`src/rtl/ext_bus_pkg.sv`:
```
// rtl/ext_bus_pkg.sv - byte-bus phase codes and bridge FSM state encoding
package ext_bus_pkg;

  localparam logic [1:0] PH_ADDR  = 2'b00;
  localparam logic [1:0] PH_WDATA = 2'b01;
  localparam logic [1:0] PH_RDATA = 2'b10;
  localparam logic [1:0] PH_IDLE  = 2'b11;

  typedef enum logic [2:0] {
    ST_IDLE,
    ST_SETUP,
    ST_STROBE,
    ST_RELEASE,
    ST_DONE
  } state_t;

endpackage

```
`src/rtl/sync_ff.sv`:
```
// rtl/sync_ff.sv - multi-flop synchroniser for a single asynchronous level
module sync_ff #(
  parameter int STAGES = 2
) (
  input  logic clk,
  input  logic rst_n,
  input  logic d,
  output logic q
);

  logic [STAGES-1:0] sr;

  always_ff @(posedge clk or negedge rst_n) begin
    if (!rst_n) sr <= '0;
    else        sr <= {sr[STAGES-2:0], d};
  end

  assign q = sr[STAGES-1];

endmodule

```
`src/rtl/ext_mem_bridge.sv`:
```
// rtl/ext_mem_bridge.sv - word request to four-phase handshaked byte-bus bridge
module ext_mem_bridge
  import ext_bus_pkg::*;
#(
  parameter int ADDR_W      = 16,
  parameter int DATA_W      = 16,
  parameter int TIMEOUT     = 255,
  parameter int SYNC_STAGES = 2
) (
  input  logic              clk,
  input  logic              rst_n,
  input  logic              req,
  input  logic              req_we,
  input  logic [ADDR_W-1:0] req_addr,
  input  logic [DATA_W-1:0] req_wdata,
  output logic              busy,
  output logic              rd_valid,
  output logic [DATA_W-1:0] rd_data,
  output logic              wr_done,
  output logic              err,
  output logic [7:0]        bus_out,
  input  logic [7:0]        bus_in,
  output logic [7:0]        bus_oe,
  output logic              stb,
  output logic [1:0]        phase,
  input  logic              ack_in
);

  localparam int NA = ADDR_W / 8;
  localparam int ND = DATA_W / 8;
  localparam int NB = NA + ND;
  localparam int CW = $clog2(NB) + 1;
  localparam int TW = $clog2(TIMEOUT + 1);

  state_t            state, state_nx;
  logic              ack_s;
  logic              we_q;
  logic [ADDR_W-1:0] addr_q;
  logic [DATA_W-1:0] wdata_q;
  logic [DATA_W-1:0] rd_shift;
  logic [CW-1:0]     byte_cnt;
  logic [CW-1:0]     data_idx;
  logic [TW-1:0]     tmo_cnt;
  logic              err_q;
  logic              accept, tmo_hit, addr_byte, last_byte;

  sync_ff #(.STAGES(SYNC_STAGES)) u_ack_sync (
    .clk   (clk),
    .rst_n (rst_n),
    .d     (ack_in),
    .q     (ack_s)
  );

  // The err cycle still counts as busy so a new request cannot race the abort.
  assign accept    = (state == ST_IDLE) && !err_q && req;
  assign busy      = (state != ST_IDLE) || err_q;
  assign err       = err_q;
  assign tmo_hit   = (tmo_cnt == TW'(TIMEOUT));
  assign addr_byte = (byte_cnt < CW'(NA));
  assign last_byte = (byte_cnt == CW'(NB - 1));
  assign data_idx  = byte_cnt - CW'(NA);

  always_ff @(posedge clk or negedge rst_n) begin
    if (!rst_n) state <= ST_IDLE;
    else        state <= state_nx;
  end

  always_comb begin
    state_nx = state;
    stb      = 1'b0;
    bus_oe   = 8'h00;
    bus_out  = 8'h00;
    phase    = PH_IDLE;
    rd_valid = 1'b0;
    wr_done  = 1'b0;
    if (state inside {ST_SETUP, ST_STROBE, ST_RELEASE}) begin
      phase  = addr_byte ? PH_ADDR : (we_q ? PH_WDATA : PH_RDATA);
      bus_oe = (addr_byte || we_q) ? 8'hFF : 8'h00;
      if (addr_byte)  bus_out = 8'(addr_q >> {byte_cnt, 3'b000});
      else if (we_q)  bus_out = 8'(wdata_q >> {data_idx, 3'b000});
    end
    case (state)
      ST_IDLE:    if (accept) state_nx = ST_SETUP;
      ST_SETUP:   state_nx = ST_STROBE;
      ST_STROBE: begin
        stb = 1'b1;
        if (ack_s)        state_nx = ST_RELEASE;
        else if (tmo_hit) state_nx = ST_IDLE;
      end
      ST_RELEASE: begin
        if (!ack_s)       state_nx = last_byte ? ST_DONE : ST_SETUP;
        else if (tmo_hit) state_nx = ST_IDLE;
      end
      ST_DONE: begin
        rd_valid = !we_q;
        wr_done  = we_q;
        state_nx = ST_IDLE;
      end
      default:    state_nx = ST_IDLE;
    endcase
  end

  always_ff @(posedge clk or negedge rst_n) begin
    if (!rst_n) begin
      we_q     <= 1'b0;
      addr_q   <= '0;
      wdata_q  <= '0;
      rd_shift <= '0;
      rd_data  <= '0;
      byte_cnt <= '0;
      tmo_cnt  <= '0;
      err_q    <= 1'b0;
    end else begin
      err_q <= 1'b0;
      case (state)
        ST_IDLE: if (accept) begin
          we_q     <= req_we;
          addr_q   <= req_addr;
          wdata_q  <= req_wdata;
          byte_cnt <= '0;
          rd_shift <= '0;
        end
        ST_SETUP: tmo_cnt <= '0;
        ST_STROBE: begin
          if (ack_s) begin
            tmo_cnt <= '0;
            if (!addr_byte && !we_q)
              rd_shift <= rd_shift | (DATA_W'(bus_in) << {data_idx, 3'b000});
          end else if (tmo_hit) begin
            err_q <= 1'b1;
          end else begin
            tmo_cnt <= tmo_cnt + TW'(1);
          end
        end
        ST_RELEASE: begin
          if (!ack_s) begin
            byte_cnt <= byte_cnt + CW'(1);
            // Publish the read word only once every byte has landed; an abort leaves rd_data alone.
            if (last_byte && !we_q) rd_data <= rd_shift;
          end else if (tmo_hit) begin
            err_q <= 1'b1;
          end else begin
            tmo_cnt <= tmo_cnt + TW'(1);
          end
        end
        default: ;
      endcase
    end
  end

endmodule

```
`config.mk`:
```
export PLATFORM = sky130hd
export DESIGN_NAME = ext_mem_bridge
export DESIGN_NICKNAME = d
export VERILOG_FILES = /design/src/rtl/ext_bus_pkg.sv /design/src/rtl/sync_ff.sv /design/src/rtl/ext_mem_bridge.sv
export SDC_FILE = /design/constraint.sdc
export NUM_CORES = 1
export LEC_CHECK = 0
export ABC_AREA = 1
export CORE_ASPECT_RATIO = 0.5
export CORE_UTILIZATION = 53
export CTS_CLUSTER_DIAMETER = 30
export CTS_CLUSTER_SIZE = 40
export DETAILED_ROUTE_END_ITERATION = 8
export HOLD_SLACK_MARGIN = 0.05
export MAX_ROUTING_LAYER = met4
export PLACE_DENSITY = 0.82
export SETUP_SLACK_MARGIN = 0.4
export SLEW_MARGIN = 20
export SYNTH_ARGS = -nofsm -noshare
export SYNTH_HDL_FRONTEND = slang
export SYNTH_HIERARCHICAL = 1
export SYNTH_SLANG_ARGS = --single-unit
```
`constraint.sdc`:
```
create_clock -name clk -period 3.2 [get_ports clk]
set_input_delay 0.96 -clock clk [delete_from_list [all_inputs] [get_ports clk]]
set_output_delay 0.96 -clock clk [all_outputs]
set_load 0.02 [all_outputs]
```
==> results of run 1 <==
## per-stage QoR
| step | setup slack, ns | area (µm²) | hold slack [ns] |
|---|---|---|---|
| after CTS | 0.396 | 5360 | 0.365 |
| after global placement | 0.258 | 5120 | 0.360 |
| after global routing | 0.279 | 5400 | 0.364 |
| after detailed placement | 0.234 | 5120 | 0.351 |
| final | 0.422 | 5400 | 0.362 |
| after floorplan | 0.498 | 4250 | 0.331 |
## kinds of logic (layout without fill, tap and decap cells)
| family | after synthesis | after routing |
|---|---|---|
| simple gates | 242 | 242 |
| flops | 82 | 82 |
| buf+inv | 97 | 179 |
| fa+ha+maj | 4 | 4 |
| compound gates | 107 | 107 |
## critical path: stages, from the launching register on
cell      delay [ns]
dfrtp_1         0.35
inv_1           0.09
ha_4            0.28
nand2_2         0.05
nor3_2          0.09
buf_4           0.18
o211ai_1        0.09
a21oi_1         0.19
buf_4           0.16
## sequential cells by signal, indices dropped and copies added (netlist names)
| register | count |
|---|---|
| byte_cnt | 3 |
| u_ack_sync/sr | 2 |
| wdata_q | 16 |
| tmo_cnt | 8 |
| rd_shift | 16 |
| rd_data | 16 |
| err | 1 |
| state | 3 |
| we_q | 1 |
| addr_q | 16 |
## power groups by stage
stage	Clock, mW	Combinational [mW]	Sequential, mW
after global routing	0.999	2.34	1.49
after floorplan	0	1.57	1.39
after CTS	0.949	2.07	1.46
after detailed placement	0	2.16	1.48
final	0.932	2.14	1.47
after global placement	0	2.13	1.46
## synth_stat cells, types with 5 or more instances
cell type and instances:
buf_4 11, a21oi_1 29, o21ai_0 51, dfrtp_1 82
clkbuf_1 5, nor2_1 20, nand2_1 180, nand3_1 23
inv_1 68, buf_2 6, o21ai_2 10, o211ai_1 9
## cells in the final DEF, fill, tap and decap left out, drive strengths merged, types with 3 or more instances in the layout
cell,count
a21oi,30
buf,19
clkbuf,13
clkdlybuf4s15,8
clkdlybuf4s50,60
clkinv,3
dfrtp,82
dlygate4sd2,5
ha,4
inv,70
nand2,184
nand3,24
nand4,4
nor2,24
nor3,5
o211ai,9
o21ai,66
## per-layer routing
layer	global-route usage [%]	part of all wire, %	vias to the layer above
met2	40.7	48	137
met5	-	0	-
met1	33.5	45	1727
met4	8.38	1.4	0
li1	-	-	1833
met3	5.86	5.8	18
## final timing paths
| kind | end | slack (ns) | start | depth (start not counted) |
|---|---|---|---|---|
| setup / recovery | bus_out[3] | 0.42 | byte_cnt[1] | 8 |
| hold / removal | u_ack_sync/sr[1] | 0.36 | u_ack_sync/sr[0] | 0 |
| setup reg to reg | rd_data[1] | 1.13 | byte_cnt[0] | 8 |
| hold reg to reg | u_ack_sync/sr[1] | 0.36 | u_ack_sync/sr[0] | 0 |
| max in group asynchronous | state[1] | 2.21 | rst_n | 2 |
| min in group asynchronous | addr_q[4] | 0.63 | rst_n | 2 |
## layout make-up
| type | instances | share of cell area [%] |
|---|---|---|
| flip-flops and latches | 82 | 38.1 |
| multi-input cells | 353 | 32.7 |
| repair buffers | 93 | 16.9 |
| inverters | 70 | 4.87 |
| clock buffers | 13 | 4.63 |
| well taps | 108 | 2.50 |
| clock inverters | 3 | 0.278 |
## what timing repair did
item | in CTS | in global routing
gates resized for setup | 64 | 14
hold buffers | 0 | 0
setup endpoints to repair | 22 | 17
endpoints found under the hold margin | 0 | 0
buffers inserted | 1 | 0
pin swaps | 0 | 1
==> run summary, run 1 <==
Status = completed
Total power = 4.55 mW
Pleak = 2.56 nW
Clock Skew = 0.00575 ns
Post-DR wirelength/cell = 13.7 µm
Gpl congestion = 0.843
Netlist cell types = 32
Tmin final = 2.78 ns
Switch Pwr = 1.94 mW
Yosys Warn Count = 6
Area grow syn2layout = 27.1%
Synth Area in XOR/XNOR = 0%
Setup TNS = 0 ns
# setup viols final = 0
Top cell type's share of synthesized area = 48.3%
Vias = 3715
Sw frac = 42.6%
Vias/cell = 5.15
Period utilization = 86.8%
Mapped Cells = 532
Sequential-to-total area share from yosys stat = 48.3%
Post-DP HPWL = 6.85 mm
CTS tree = yes
Die area = 0.00840 mm²
Final std cells w/o fill = 722
Die Width = 129 µm
Power per Cell Area = 842 mW/mm²
Core area = 0.00754 mm²
Total gr overflow = 0
Clk network pwr share = 20.5%
Synth area leaders = dfrtp_1 (48%), nand2_1 (16%), o21ai_0 (6.0%), inv_1 (6.0%), a21oi_1 (3.4%)
Post-synthesis mux area share = 0%
# nets final = 658
N_diodes = 0
Footprint of the multi-input gates = 0.00177 mm²
RSZ-0062 raised after global routing = yes
Num Clock Sinks = 82
CP Class = reg -> out
Fmax achieved = 360 MHz
Final ANT Viol Nets = 0
# rows = 22
EDFF count, synth = 0
Syn nets = 581
Die Ht = 65.3 µm
Main combinational cell family by area after synthesis = simple AND/OR/NAND/NOR gates
Drt pass-1 iters = 5
Final Util = 71.6%
Fin. max-slew vios = 0
Comb power frac = 47.2%
Max-Cap Viols = 0
Worst Tran Pin Value = 0.601 ns
CP Data Required Time = 2.24 ns
Ys async rst share = 100%
Slew margin rel. = 59.8%
Sequential power share = 32.3%
Critical path fanouts, max = 8
I/O Pins = 84
Fillers = 622
Largest net degree at the start of global routing = 83
Arr. time, crit path = 1.82 ns
IO buf count = 83
Inst Count DP = 705
GRT Overall Usage = 25.8%
Num CTS Buffers = 9
Final Hold Fails = 0
Clock Path Buffers = 2
DRC = 0
# H-tree levels = 3
Startpoint types = register
Largest area contributor in the netlist = dfrtp_1
Root Driver = clkbuf_16
Skew-Pair Late Insertion Delay = 0.34 ns
Power Internal = 2.61 mW
Most used DFF post-synth = dfrtp_1
Worst VDD drop = 0.000491 V
Detailed Route WL = 9.90 mm
Reg clk slew, reported paths = 0.06 ns
Crit end category = output port
#FFs+latches synth = 82
Layout cells sized above 1 = 12.2%
Vias in the first global route = 3511
Starting density of the core = 56.3%
Hold crit path type = reg -> reg
Compound-Gate Fraction of Synth Area = 14.6%
Reg area = 0.00206 mm²
Initial antenna violation count = 0
Synth Cell Area = 0.00425 mm²
Simple logic cell fraction of the synthesized area = 25.4%
Adder-cell share of the synthesized area = 1.18%
Global-route wire length before repair = 16.1 mm
Initial drt markers = 243
Syn_area_per_cell = 7.98 µm²
No activity file was read; power rests on OpenSTA's default activity.
==> run 2: changes to the inputs <==
--- a/config.mk
+++ b/config.mk
@@ -7,13 +7,15 @@
 export LEC_CHECK = 0
 export ABC_AREA = 1
 export CORE_ASPECT_RATIO = 0.5
+export CORE_MARGIN = 5
 export CORE_UTILIZATION = 53
 export CTS_CLUSTER_DIAMETER = 30
 export CTS_CLUSTER_SIZE = 40
 export DETAILED_ROUTE_END_ITERATION = 8
 export HOLD_SLACK_MARGIN = 0.05
 export MAX_ROUTING_LAYER = met4
-export PLACE_DENSITY = 0.82
+export PLACE_DENSITY = 0.86
+export REMOVE_ABC_BUFFERS = 1
 export SETUP_SLACK_MARGIN = 0.4
 export SLEW_MARGIN = 20
 export SYNTH_ARGS = -nofsm -noshare
==> run 2 against run 1 <==
Effect of this change:
- non-clock buffer count did not move
- sequential power barely moved
- combinational power fell by 2%
- worst hold slack got worse by 0.0033 ns
- final cell count rose by 0.55%
- maximum frequency fell by 1.6%
- global-route usage fell by 3.9 points
- sequential cell count did not move
- first-iteration DRC count rose by 17%
- count of clock-buffer cells in the layout fell by 2
- routed wire length rose by 1.7%
- via count rose by 0.57%
- critical endpoint is now bus_out[1]
- largest power group unchanged
==> run summary, run 2 (same netlist as run 1, synthesis figures left out) <==
Core area = 0.00791 mm² (+4.9%)
Worst VDD drop = 0.000567 V (+16%)
Crit end category = output port
Starting density of the core = 53.7% (-2.6 points)
Fillers = 663 (+6.6%)
CTS tree = yes
Period utilization = 88.3% (+1.4 points)
Skew-Pair Late Insertion Delay = 0.34 ns (about the same)
Commonest non-fill, non-tap cell in the layout = nand2_1
Die Ht = 73.3 µm (+12%)
Vias = 3736 (+0.57%)
Tmin final = 2.82 ns (+0.0464 ns)
Detailed Route WL = 10.1 mm (+1.7%)
Total gr overflow = 0 (unchanged)
Clock Skew = 0.00645 ns (+0.000702 ns)
Fin. max-slew vios = 0 (unchanged)
Reg clk slew, reported paths = 0.06 ns (about the same)
Critical path fanouts, max = 8 (unchanged)
Drt pass-1 iters = 5 (unchanged)
# nets final = 658 (unchanged)
Power per Cell Area = 856 mW/mm² (+1.7%)
# rows = 23 (+4.5%)
Root Driver = clkbuf_16
Vias/cell = 5.15 (about the same)
CP Class = reg -> out
Commonest non-fill, non-tap cells in the layout = nand2_1 (179), dfrtp_1 (80), inv_1 (65)
Post-DR wirelength/cell = 13.9 µm (+1.2%)
Gpl congestion = 0.897 (+6.3%)
Status = completed
N_diodes = 0 (unchanged)
Setup TNS = 0 ns (unchanged)
# H-tree levels = 3 (unchanged)
I/O Pins = 84 (unchanged)
Worst Tran Pin Value = 0.665 ns (+0.0638 ns)
Initial antenna violation count = 0 (unchanged)
Area grow syn2layout = 27.6%
Fmax achieved = 354 MHz (-1.6%)
Final ANT Viol Nets = 0 (unchanged)
DRC = 0 (unchanged)
IO buf count = 83 (unchanged)
Place WS = 0.211 ns (-0.0238 ns)
Startpoint types = register
Clock Path Buffers = 2 (unchanged)
Global-route wire length before repair = 16.6 mm (+3.4%)
RSZ-0062 raised after global routing = yes
Num Clock Sinks = 82 (unchanged)
R2r startpoint = state[2]
Max-Cap Viols = 0 (unchanged)
Reg area = 0.00205 mm² (about the same)
Die area = 0.0100 mm² (+19%)
GRT Overall Usage = 21.9% (-3.9 points)
Min-delay src = u_ack_sync/sr[0]
Hold_buf cts = 0 (unchanged)
Final Hold Fails = 0 (unchanged)
Arr. time, crit path = 1.86 ns (+0.04 ns)
Num CTS Buffers = 9 (unchanged)
Pleak = 2.56 nW (+0.20%)
# setup viols final = 0 (unchanged)
Footprint of the multi-input gates = 0.00177 mm² (+0.28%)
Largest net degree at the start of global routing = 54 (-35%)
Die Width = 137 µm (+6.2%)
WHS = 0.359 ns (-0.00329 ns)
CP Data Required Time = 2.24 ns (about the same)
Slew margin rel. = 55.5% (-4.3 points)
Vias in the first global route = 3605 (+2.7%)
Layout cells sized above 1 = 12.2% (unchanged)
Final WS setup = 0.376 ns (-0.0464 ns)
Hold crit path type = reg -> reg
Post-DP HPWL = 6.76 mm (-1.3%)
Worst setup path start = byte_cnt[2]
Initial drt markers = 285 (+17%)
==> run 2: changes by cell type in the layout (fill, tap and decap cells not counted), moves of 2 or more <==
| cell | delta |
|---|---|
| buf_4 | -2 |
| clkbuf_2 | +6 |
| clkbuf_1 | -2 |
| dlygate4sd2_1 | +2 |
| bufinv_16 | +2 |
| clkdlybuf4s15_2 | -8 |
==> run 2: final timing paths <==
check	cells after the start	end	slack [ns]
hold reg to reg	0	u_ack_sync/sr[1]	0.36
min in group asynchronous	1	wdata_q[3]	0.54
max in group asynchronous	2	rd_data[0]	2.06
setup reg to reg	6	rd_shift[13]	1.21
hold / removal	0	u_ack_sync/sr[1]	0.36
setup / recovery	9	bus_out[1]	0.38
==> run 2: per-layer routing <==
layer	vias to the layer above	share of wire (%)	global-route usage [%]
met1	1770	42	27.1
met2	116	50	36.0
met4	0	1.2	6.93
li1	1838	-	-
met5	-	0	-
met3	12	6.2	5.40
==> run 2: cell type report <==
type | instances | area share [%]
inverter | 70 | 4.85
multi-input combinational | 353 | 32.7
clock buffer | 11 | 4.48
sequential | 82 | 37.9
timing repair buffer | 93 | 16.1
tap | 112 | 2.59
clock inverter | 5 | 1.43
==> run 2: power by group <==
group / switching (mW) / total, mW / internal (mW)
Combinational: 1.39 / 2.09 / 0.704
Clock: 0.410 / 1.11 / 0.702
Sequential: 0.149 / 1.44 / 1.29
Total: 1.95 / 4.64 / 2.69
==> run 2: critical path: stages (launching register included) <==
cell      delay [ns]
dfrtp_1         0.37
inv_2           0.07
ha_4            0.27
nand2_2         0.05
nor3_2          0.10
buf_4           0.18
buf_6           0.10
o211ai_1        0.08
a21oi_1         0.14
buf_4           0.16
==> run 2: metrics by stage <==
stage / instance area (µm²) / utilization [%] / total power [mW] / instances
3_5_place_dp: 5090 / 64.4 / 3.61 / 705
3_3_place_gp: 5090 / 64.4 / 3.56 / 705
2_1_floorplan: 4060 / - / 2.74 / 505
6_report: 5420 / 68.5 / 4.64 / 726
4_1_cts: 5410 / 68.4 / 4.63 / 725
5_1_grt: 5420 / 68.5 / 4.95 / 726
==> run 2: repair_timing <==
item,4_1_cts,5_1_grt
buffers inserted,4,1
setup endpoints to repair,22,17
pin swaps,1,3
gates resized for setup,49,25
==> run 3: changes to the inputs <==
--- a/config.mk
+++ b/config.mk
@@ -20,5 +20,4 @@
 export SLEW_MARGIN = 20
 export SYNTH_ARGS = -nofsm -noshare
 export SYNTH_HDL_FRONTEND = slang
-export SYNTH_HIERARCHICAL = 1
 export SYNTH_SLANG_ARGS = --single-unit
==> run 3 against run 2 <==
Effect of this change:
- power is 2.4% lower
- via count is 4.0% lower
- clock skew hardly changed
- maximum frequency is 0.13% lower
- sequential power hardly changed
- worst hold slack worse by 0.012 ns
- utilization is 3.6 points higher
- combinational power is 7% lower
- global-route usage is 0.42 points higher
- critical path depth is 1 lower
- synthesized cell count is 5.6% lower
==> run summary, run 3 <==
Synth area leaders = dfrtp_1 (50%), nand2_1 (14%), o21ai_0 (8.9%), inv_1 (4.8%), nor2_1 (2.4%)
Synth Cell Area = 0.00407 mm² (-4.3%)
Commonest non-fill, non-tap cells in the layout = nand2_1 (154), dfrtp_1 (80), o21ai_0 (70)
Critical path fanouts, max = 2 (-6)
Largest area contributor in the netlist = dfrtp_1
Crit end category = output port
# H-tree levels = 3 (unchanged)
Hold_buf cts = 0 (unchanged)
Num CTS Buffers = 9 (unchanged)
Ys async rst share = 100% (unchanged)
Starting density of the core = 54.9% (+1.2 points)
Die Width = 134 µm (-2.0%)
# nets final = 637 (-3.2%)
Most used DFF post-synth = dfrtp_1
Clock Path Buffers = 2 (unchanged)
CP Data Required Time = 2.24 ns (about the same)
Hold crit path type = reg -> reg
Root Driver = clkbuf_16
Worst Tran Pin Value = 0.750 ns (+0.0852 ns)
CP Class = reg -> out
Sequential-to-total area share from yosys stat = 50.5% (+2.2 points)
Slew margin rel. = 50.0% (-5.5 points)
Global-route wire length before repair = 16.6 mm (-0.37%)
Commonest non-fill, non-tap cell in the layout = nand2_1
Gpl congestion = 0.850 (-5.1%)
N_diodes = 0 (unchanged)
Crit-path most repeated cell = buf_4
Pleak = 2.43 nW (-4.9%)
CTS tree = yes
I/O Pins = 84 (unchanged)
Post-DP HPWL = 6.58 mm (-2.7%)
Reg clk slew, reported paths = 0.06 ns (about the same)
Drt pass-1 iters = 5 (unchanged)
Syn_area_per_cell = 8.10 µm² (+1.4%)
Most frequent cell after synthesis = nand2_1
Mapped Cells = 502 (-5.6%)
Total gr overflow = 0 (unchanged)
Final ANT Viol Nets = 0 (unchanged)
Power per Cell Area = 849 mW/mm² (-0.82%)
Fillers = 576 (-13%)
# rows = 22 (-4.3%)
Final WS setup = 0.372 ns (-0.00376 ns)
Clock Skew = 0.00669 ns (+0.000241 ns)
Die Ht = 71.9 µm (-1.9%)
WHS = 0.346 ns (-0.0124 ns)
Tmin final = 2.83 ns (+0.00376 ns)
Yosys Warn Count = 0 (-6)
Fmax achieved = 354 MHz (-0.13%)
Num Clock Sinks = 82 (unchanged)
Arr. time, crit path = 1.87 ns (about the same)
Startpoint types = register
Worst VDD drop = 0.000498 V (-12%)
Slowest CP cell = dfrtp_1
Die area = 0.00963 mm² (-3.8%)
Vias = 3586 (-4.0%)
#FFs+latches synth = 82 (unchanged)
GRT Overall Usage = 22.3% (+0.42 points)
Area grow syn2layout = 31.2%
Final Util = 72.1% (+3.6 points)
# setup viols final = 0 (unchanged)
EDFF count, synth = 0 (unchanged)
Netlist cell types = 32 (unchanged)
DRC = 0 (unchanged)
Detailed Route WL = 9.99 mm (-0.83%)
Layout cells sized above 1 = 13.0% (+0.77 points)
RSZ-0062 raised after global routing = yes
Max-Cap Viols = 0 (unchanged)
Fin. max-slew vios = 0 (unchanged)
Post-synth top cells = nand2_1 (154), dfrtp_1 (82), o21ai_0 (72)
Cells along the critical path = inv_2 > ha_4 > nand4_1 > buf_4 > a21oi_2 > o21ai_1 > a21oi_1 > buf_4
Largest net degree at the start of global routing = 83 (+54%)
Slowest stage delay, CP = 0.37 ns (about the same)
Period utilization = 88.4% (+0.12 points)
Vias/cell = 5.20 (+1.1%)
Top cell type's share of synthesized area = 50.5% (+2.2 points)
Post-DR wirelength/cell = 14.5 µm (+4.5%)
Skew-Pair Late Insertion Delay = 0.34 ns (about the same)
Final Hold Fails = 0 (unchanged)
Core area = 0.00740 mm² (-6.4%)
IO buf count = 83 (unchanged)
Status = completed
Vias in the first global route = 3339 (-7.4%)
Initial drt markers = 365 (+28%)
Initial antenna violation count = 0 (unchanged)
Place WS = 0.0559 ns (-0.155 ns)
## run 3: cell types whose count changed after synthesis, moves of 8 or more
| cell | delta |
|---|---|
| nand2_1 | -26 |
| o21ai_0 | +21 |
| inv_1 | -16 |
| nand3_1 | -14 |
| a21oi_1 | -13 |
| o31ai_1 | +8 |
## run 3: cell families after synthesis
logic type / after synthesis / share of synthesized area, %
compound gates: 125 / 17.3
fa+ha+maj: 4 / 1.23
buf+inv: 83 / 9.85
flops: 82 / 50.5
simple gates: 208 / 21.1
## run 3: worst paths after layout
path | slack [ns] | depth (start not counted) | endpoint | startpoint
setup / recovery | 0.37 | 8 | bus_out[0] | byte_cnt[2]
hold / removal | 0.35 | 0 | u_ack_sync.sr[1] | u_ack_sync.sr[0]
setup reg to reg | 1.42 | 6 | rd_shift[4] | state[1]
hold reg to reg | 0.35 | 0 | u_ack_sync.sr[1] | u_ack_sync.sr[0]
max in group asynchronous | 1.98 | 1 | state[1] | rst_n
min in group asynchronous | 0.63 | 1 | wdata_q[13] | rst_n
## run 3: timing repair
item,4_1_cts,5_1_grt
setup buffers,4,3
resized for setup,50,19
pin swaps,2,5
setup endpoints to repair,20,18
## run 3: area by class of cell
type	instances	area [µm²]	area share (%)
inverter	57	219	4.10
tap	96	120	2.25
clock buffer	10	229	4.29
timing repair buffer	101	951	17.8
sequential	82	2050	38.5
clock inverter	6	115	2.16
multi-input combinational	337	1650	30.9
## run 3: per-layer routing
metal / GRT usage, % / routed length [µm] / vias to the layer above
met5: - / 0 / -
met4: 5.25 / 135 / 0
met3: 5.19 / 590 / 16
met2: 35.9 / 4640 / 129
met1: 29.2 / 4620 / 1663
li1: - / - / 1778
## run 3: where the power goes
part / internal (mW) / leakage (nW) / switching [mW] / total, mW
clock: 0.765 / 0.163 / 0.415 / 1.18
combinational: 0.681 / 1.19 / 1.26 / 1.94
sequential: 1.28 / 1.08 / 0.130 / 1.41
total: 2.72 / 2.43 / 1.81 / 4.53
## run 3: through the flow
stage | cells | setup TNS (ns) | area (µm²) | total power, mW
2_1_floorplan | 476 | -6.69 | 3880 | 2.48
3_3_place_gp | 666 | 0 | 4920 | 3.32
3_5_place_dp | 666 | 0 | 4920 | 3.36
4_1_cts | 686 | 0 | 5270 | 4.45
5_1_grt | 689 | 0 | 5340 | 4.81
6_report | 689 | 0 | 5340 | 4.53
## run 3: critical path: cells and delay by family, from the launching register on
| kind | cells | cell delay [ns] |
|---|---|---|
| adder cells (fa/ha/maj) | 1 | 0.27 |
| AND/OR/NAND/NOR | 1 | 0.13 |
| AO/OA/AOI/OAI | 3 | 0.36 |
| flip-flops | 1 | 0.37 |
| buffers and inverters | 3 | 0.41 |
